--- config.mk ---
export PLATFORM = sky130hd
export DESIGN_NAME = node_sequencer
export DESIGN_NICKNAME = d
export VERILOG_FILES = /design/src/rtl/node_sequencer.sv
export SDC_FILE = /design/constraint.sdc
export NUM_CORES = 1
export LEC_CHECK = 0
export ABC_AREA = 1
export BUFFER_PORTS_ARGS = -buffer_cell sky130_fd_sc_hd__buf_2
export CAP_MARGIN = 20
export CORE_MARGIN = 4
export CORE_UTILIZATION = 60
export CTS_BUF_LIST = sky130_fd_sc_hd__clkbuf_4 sky130_fd_sc_hd__clkbuf_8 sky130_fd_sc_hd__clkbuf_16
export CTS_CLUSTER_DIAMETER = 30
export DETAILED_ROUTE_END_ITERATION = 6
export HOLD_SLACK_MARGIN = 0.08
export PLACE_DENSITY_LB_ADDON = 0.2
export SLEW_MARGIN = 20
export SYNTH_ARGS = -nofsm -noshare
export SYNTH_HDL_FRONTEND = slang
export SYNTH_SLANG_ARGS = --single-unit
--- constraint.sdc ---
create_clock -name clk -period 4.8 [get_ports clk]
set_input_delay 0.48 -clock clk [delete_from_list [all_inputs] [get_ports clk]]
set_output_delay 0.48 -clock clk [all_outputs]
set_load 0.01 [all_outputs]
--- src/rtl/node_sequencer.sv ---
// Per-sub_node annealing controller: sequences opt_run / delta wait / metropolis exp window /
// periodic replica exchange, and grants the host the distance and ordering shift chains while idle.
module node_sequencer #(
  parameter int DELTA_LAT   = 4,
  parameter int EXP_CYCLES  = 16,
  parameter int EX_INTERVAL = 8,
  parameter int EX_LAT      = 6,
  parameter int SHIFT_LEN   = 32,
  parameter int ITER_W      = 32
) (
  input  logic              clk,
  input  logic              reset,
  input  logic              start,
  input  logic              stop,
  input  logic [ITER_W-1:0] iter_num,
  input  logic [16:0]       recip_cfg,
  input  logic              host_dis_req,
  input  logic              host_ord_req,
  output logic              host_dis_ack,
  output logic              host_ord_ack,
  output logic              opt_run,
  output logic              exp_init,
  output logic              exp_run,
  output logic              exp_fin,
  output logic [16:0]       exp_recip,
  output logic              ex_run,
  output logic              distance_shift,
  output logic              exchange_shift_d,
  output logic              busy,
  output logic              done,
  output logic [ITER_W-1:0] iter_cnt
);

  typedef enum logic [2:0] {IDLE, HDIS, HORD, OPT, DELTA, EXP, EXCH, DONE} state_t;

  localparam int MAX_A   = (SHIFT_LEN > DELTA_LAT) ? SHIFT_LEN : DELTA_LAT;
  localparam int MAX_B   = (EXP_CYCLES + 2 > EX_LAT + 1) ? EXP_CYCLES + 2 : EX_LAT + 1;
  localparam int CNT_MAX = (MAX_A > MAX_B) ? MAX_A : MAX_B;
  localparam int CNT_W   = $clog2(CNT_MAX + 1);
  localparam int WRAP_W  = (EX_INTERVAL > 1) ? $clog2(EX_INTERVAL) : 1;

  localparam logic [CNT_W-1:0]  SHIFT_LAST = CNT_W'(SHIFT_LEN - 1);
  localparam logic [CNT_W-1:0]  DELTA_LAST = CNT_W'(DELTA_LAT - 1);
  localparam logic [CNT_W-1:0]  EXP_LAST   = CNT_W'(EXP_CYCLES + 1);
  localparam logic [CNT_W-1:0]  EXCH_LAST  = CNT_W'(EX_LAT);
  localparam logic [WRAP_W-1:0] WRAP_LAST  = WRAP_W'(EX_INTERVAL - 1);

  state_t              state_q, state_nx;
  logic [CNT_W-1:0]    cnt_q, cnt_nx;
  logic [WRAP_W-1:0]   wrap_q, wrap_nx;
  logic [ITER_W-1:0]   iter_nx;
  logic [ITER_W-1:0]   iter_num_q;
  logic                stop_q, stop_nx;
  logic                stop_hit;
  logic                load;

  logic opt_run_d, exp_init_d, exp_run_d, exp_fin_d, ex_run_d;
  logic dshift_d, oshift_d, dack_d, oack_d, busy_d, done_d;

  function automatic logic [ITER_W-1:0] sat_inc(input logic [ITER_W-1:0] v);
    return (&v) ? v : v + ITER_W'(1);
  endfunction

  // state register and counters
  always_ff @(posedge clk or negedge reset) begin
    if (!reset) begin
      state_q   <= IDLE;
      cnt_q     <= '0;
      wrap_q    <= '0;
      stop_q    <= 1'b0;
      iter_cnt  <= '0;
      exp_recip <= '0;
    end else begin
      state_q  <= state_nx;
      cnt_q    <= cnt_nx;
      wrap_q   <= wrap_nx;
      stop_q   <= stop_nx;
      iter_cnt <= iter_nx;
      if (load) exp_recip <= recip_cfg;
    end
  end

  // iteration target is only consulted after a start has loaded it
  always_ff @(posedge clk) begin
    if (load) iter_num_q <= iter_num;
  end

  // next-state logic
  always_comb begin
    state_nx = state_q;
    cnt_nx   = cnt_q + CNT_W'(1);
    wrap_nx  = wrap_q;
    iter_nx  = iter_cnt;
    stop_nx  = stop_q;
    load     = 1'b0;
    stop_hit = stop_q | stop;
    case (state_q)
      IDLE: begin
        cnt_nx  = '0;
        stop_nx = 1'b0;
        if (host_dis_req) begin
          state_nx = HDIS;
        end else if (host_ord_req) begin
          state_nx = HORD;
        end else if (start) begin
          load     = 1'b1;
          iter_nx  = '0;
          wrap_nx  = '0;
          state_nx = (iter_num == '0) ? DONE : OPT;
        end
      end
      HDIS, HORD: begin
        if (cnt_q == SHIFT_LAST) begin
          state_nx = IDLE;
          cnt_nx   = '0;
        end
      end
      OPT: begin
        if (stop) stop_nx = 1'b1;
        cnt_nx   = '0;
        state_nx = (DELTA_LAT > 0) ? DELTA : EXP;
      end
      DELTA: begin
        if (stop) stop_nx = 1'b1;
        if (cnt_q == DELTA_LAST) begin
          state_nx = EXP;
          cnt_nx   = '0;
        end
      end
      EXP: begin
        if (stop) stop_nx = 1'b1;
        if (cnt_q == EXP_LAST) begin
          iter_nx = sat_inc(iter_cnt);
          cnt_nx  = '0;
          if (wrap_q == WRAP_LAST) begin
            wrap_nx  = '0;
            state_nx = EXCH;
          end else begin
            wrap_nx  = wrap_q + WRAP_W'(1);
            state_nx = ((iter_nx == iter_num_q) || stop_hit) ? DONE : OPT;
          end
        end
      end
      EXCH: begin
        if (stop) stop_nx = 1'b1;
        if (cnt_q == EXCH_LAST) begin
          cnt_nx   = '0;
          state_nx = ((iter_cnt == iter_num_q) || stop_hit) ? DONE : OPT;
        end
      end
      DONE: begin
        cnt_nx   = '0;
        stop_nx  = 1'b0;
        state_nx = IDLE;
      end
      default: begin
        cnt_nx   = '0;
        state_nx = IDLE;
      end
    endcase
  end

  // output decode of the upcoming state, registered below
  always_comb begin
    opt_run_d  = (state_nx == OPT);
    exp_init_d = (state_nx == EXP) && (cnt_nx == '0);
    exp_run_d  = (state_nx == EXP) && (cnt_nx != '0) && (cnt_nx != EXP_LAST);
    exp_fin_d  = (state_nx == EXP) && (cnt_nx == EXP_LAST);
    ex_run_d   = (state_nx == EXCH) && (cnt_nx == '0);
    dshift_d   = (state_nx == HDIS);
    oshift_d   = (state_nx == HORD);
    dack_d     = (state_nx == HDIS) && (cnt_nx == SHIFT_LAST);
    oack_d     = (state_nx == HORD) && (cnt_nx == SHIFT_LAST);
    busy_d     = (state_nx != IDLE);
    done_d     = (state_nx == DONE);
  end

  always_ff @(posedge clk or negedge reset) begin
    if (!reset) begin
      opt_run          <= 1'b0;
      exp_init         <= 1'b0;
      exp_run          <= 1'b0;
      exp_fin          <= 1'b0;
      ex_run           <= 1'b0;
      distance_shift   <= 1'b0;
      exchange_shift_d <= 1'b0;
      host_dis_ack     <= 1'b0;
      host_ord_ack     <= 1'b0;
      busy             <= 1'b0;
      done             <= 1'b0;
    end else begin
      opt_run          <= opt_run_d;
      exp_init         <= exp_init_d;
      exp_run          <= exp_run_d;
      exp_fin          <= exp_fin_d;
      ex_run           <= ex_run_d;
      distance_shift   <= dshift_d;
      exchange_shift_d <= oshift_d;
      host_dis_ack     <= dack_d;
      host_ord_ack     <= oack_d;
      busy             <= busy_d;
      done             <= done_d;
    end
  end

endmodule

==> out/metrics.csv <==
metric,value,unit
kind of end point of the critical path,register,
top post-synthesis cells by count,"222 x nand2_1, 111 x nor2_1, 89 x inv_1, 73 x dfrtp_1, 60 x nand3_1",
Fin Setup TNS,0,ps
async set or reset register ratio after synthesis,0.6952,
io pins,115,
htree depth,3,
Netlist Area Pre-Place,6040,um^2
Final ANT Viol Nets,0,
most common cell in the netlist,nand2_1,
vias in the first global route,5503,
final slew viol count,0,
post-route DRC violation count,0,
initial antenna violation count,0,
placed cell area,6729,um^2
ANT cells,0,
Lkg Pwr,3.494,nW
Netlist cell types,36,
WL/cell,15.98,um
f_max,315.9,MHz
unrepaired setup endpoints after global routing,no,
clk root buf,clkbuf_8,
Hold Crit Class,in2reg,
Setup-failing EPs final,0,
# resized after CTS,0,
largest area contributor in the netlist,dfrtp_1,
routed vias/inst,5.439,
Congestion Overflow GR,0,
area grow syn2layout,14.34,%
clock slew at reported path FFs,100,ps
clock latency on the worst-skew pair,390,ps
net switching power of the design,1.064,mW
core area,9774,um^2
nets@finish,956,
die area,11740,um^2
Core Rows,36,
syn_nets,844,
"Req. time, crit path",5130,ps
status,"complete, no violations",
PD cells,383.3,nW/um^2
combinational power share,0.339,
Crit Path Max Fanout,22,
clock network power share,0.198,
TritonCTS clock tree,yes,
sequential-to-total area share from yosys stat,0.4616,
Final Hold Viols,0,
GPL Wtd Cong,0.9449,
clock sink count,105,
yosys warns,0,
Sw Share,0.4020,
Die W,108.3,um
max_cap viols,0,
Worst slew margin,0.3509,
routed wire length,16510,um
internal power,1.583,mW
PortBufs,114,
startpoint types,register,
clk_skew,10.81,ps
Main synth FF type,dfrtp_1,
Synth top area share,0.3025,
"Data arrival, critical path",3490,ps
Starting Density,0.6179,
1st-pass router iterations,5,
Die Y-Extent,108.3,um
Max Buffers Root-to-Sink,2,
Setup CP Type,reg2reg,
worst-margin pin slew,973.6,ps
largest net degree at the start of global routing,74,
vias,5618,
share of layout cells above drive strength 1,0.1733,
DP HPWL,12480,um
cts bufs inserted,9,
"top cells by area, synth","dfrtp_1 30%, edfxtp_1 16%, nand2_1 14%, nor2_1 6.9%, xor2_1 6.2%",
min cycle time layout,3166,ps
sequential power share,0.463,
Syn Area/Cell,7.713,um^2
first-pass GRT wire length,26390,um
setup bufs post-CTS,0,
Synth Instances,783,
number of DRC markers in iteration 0,443,
period utilisation layout,0.6595,
Worst VDD drop,360.3,uV
Total GRT Usage,0.2900,
final instance area,6905,um^2
CTS Hold Bufs,0,
"flops & latches, synth",105,
number of synthesized flops with an enable pin,32,
area by class of cell:
| cell class | count | area [um^2] |
|---|---|---|
| fillers | 816 | 2869 |
| flip-flops and latches | 105 | 2788 |
| repair buffers | 118 | 600.6 |
| clock buffers | 9 | 123.9 |
| well taps | 133 | 166.4 |
| multi-input cells | 571 | 2836 |
| clock inverters | 7 | 52.55 |
| inverters | 90 | 337.8 |
power by group through the flow:
stage               Combinational (mW)  Clock (mW)  Sequential [mW]
global placement                 0.851           0             1.23
global route                      1.00       0.561             1.25
CTS                              0.896       0.526             1.22
detailed placement               0.892           0             1.24
finish                           0.897       0.524             1.23
floorplan                        0.536           0             1.26
cell families (layout without fill, tap and decap cells):
group           count (synthesis)  count (layout)  synth area share
compound gates                 36              36           0.03190
xor+xnor                       49              49           0.07106
fa+ha+maj                       6               6           0.01243
buf+inv                       107             224           0.06981
flops                         105             105            0.4616
simple gates                  480             480            0.3532
layout by cell type, fill, tap and decap left out, types with 3 or more instances in the layout:
cell / n
a21oi_1: 8
buf_2: 114
buf_4: 4
clkbuf_8: 9
dfrtp_1: 73
edfxtp_1: 32
ha_1: 6
inv_1: 89
nand2_1: 222
nand2_2: 4
nand3_1: 60
nand4_1: 17
nor2_1: 111
nor2_2: 7
nor2_4: 3
nor3_1: 22
nor3b_1: 5
nor4_1: 17
o21ai_0: 21
xnor2_1: 6
xor2_1: 43
flip-flops by register name, indices dropped and copies added (netlist names), 3 cells and up:
register    count
iter_cnt       32
cnt_q           6
iter_num_q     32
exp_recip      17
wrap_q          3
state_q         3
layer usage:
metal | part of all wire | GRT usage | routed length [um] | up-vias
met3 | 0.075 | 0.05015 | 1240 | 29
met5 | 0 | 0 | 0 | -
met2 | 0.49 | 0.4987 | 8059 | 238
met4 | 0.018 | 0.09648 | 301 | 0
met1 | 0.42 | 0.3729 | 6905 | 2611
li1 | - | - | - | 2740
metrics by stage:
stage / power (mW) / setup slack, ps / util / hold WS (ps) / cells
6_report: 2.647 / 1634 / 0.7065 / 275.4 / 1033
5_1_grt: 2.811 / 1291 / 0.7065 / 269.5 / 1033
4_1_cts: 2.643 / 1632 / 0.7065 / 270.6 / 1033
3_5_place_dp: 2.129 / 1646 / 0.6884 / 457.3 / 1017
3_3_place_gp: 2.080 / 1757 / 0.6884 / 451.8 / 1017
2_1_floorplan: 1.797 / 2220 / - / 184.4 / 783
worst max-delay path, stage by stage (launching register included):
cell	delay, ps
dfrtp_1	460
ha_1	260
nand2_1	90
nor2_2	210
nand2_4	120
nor2_4	180
nand3_1	290
buf_4	330
nand2_1	150
nor2_1	50
nor2_1	180
nand3_1	90
nor2_1	180
nand2_1	80
nand2_1	70
nand2_2	80
nand3_4	130
nand2_4	70
nor2_2	80
worst paths after layout:
check / from / to / slack [ps] / cells past startpoint
setup / recovery: iter_cnt[1] / exp_run / 1630 / 18
hold / removal: iter_num[6] / iter_num_q[6] / 280 / 1
max in group asynchronous: reset / iter_cnt[8] / 3850 / 2
hold reg to reg: exp_recip[4] / exp_recip[4] / 470 / 2
setup reg to reg: iter_cnt[1] / exp_run / 1630 / 18
min in group asynchronous: reset / iter_cnt[18] / 310 / 2
Power figures use the tool's default switching activity.
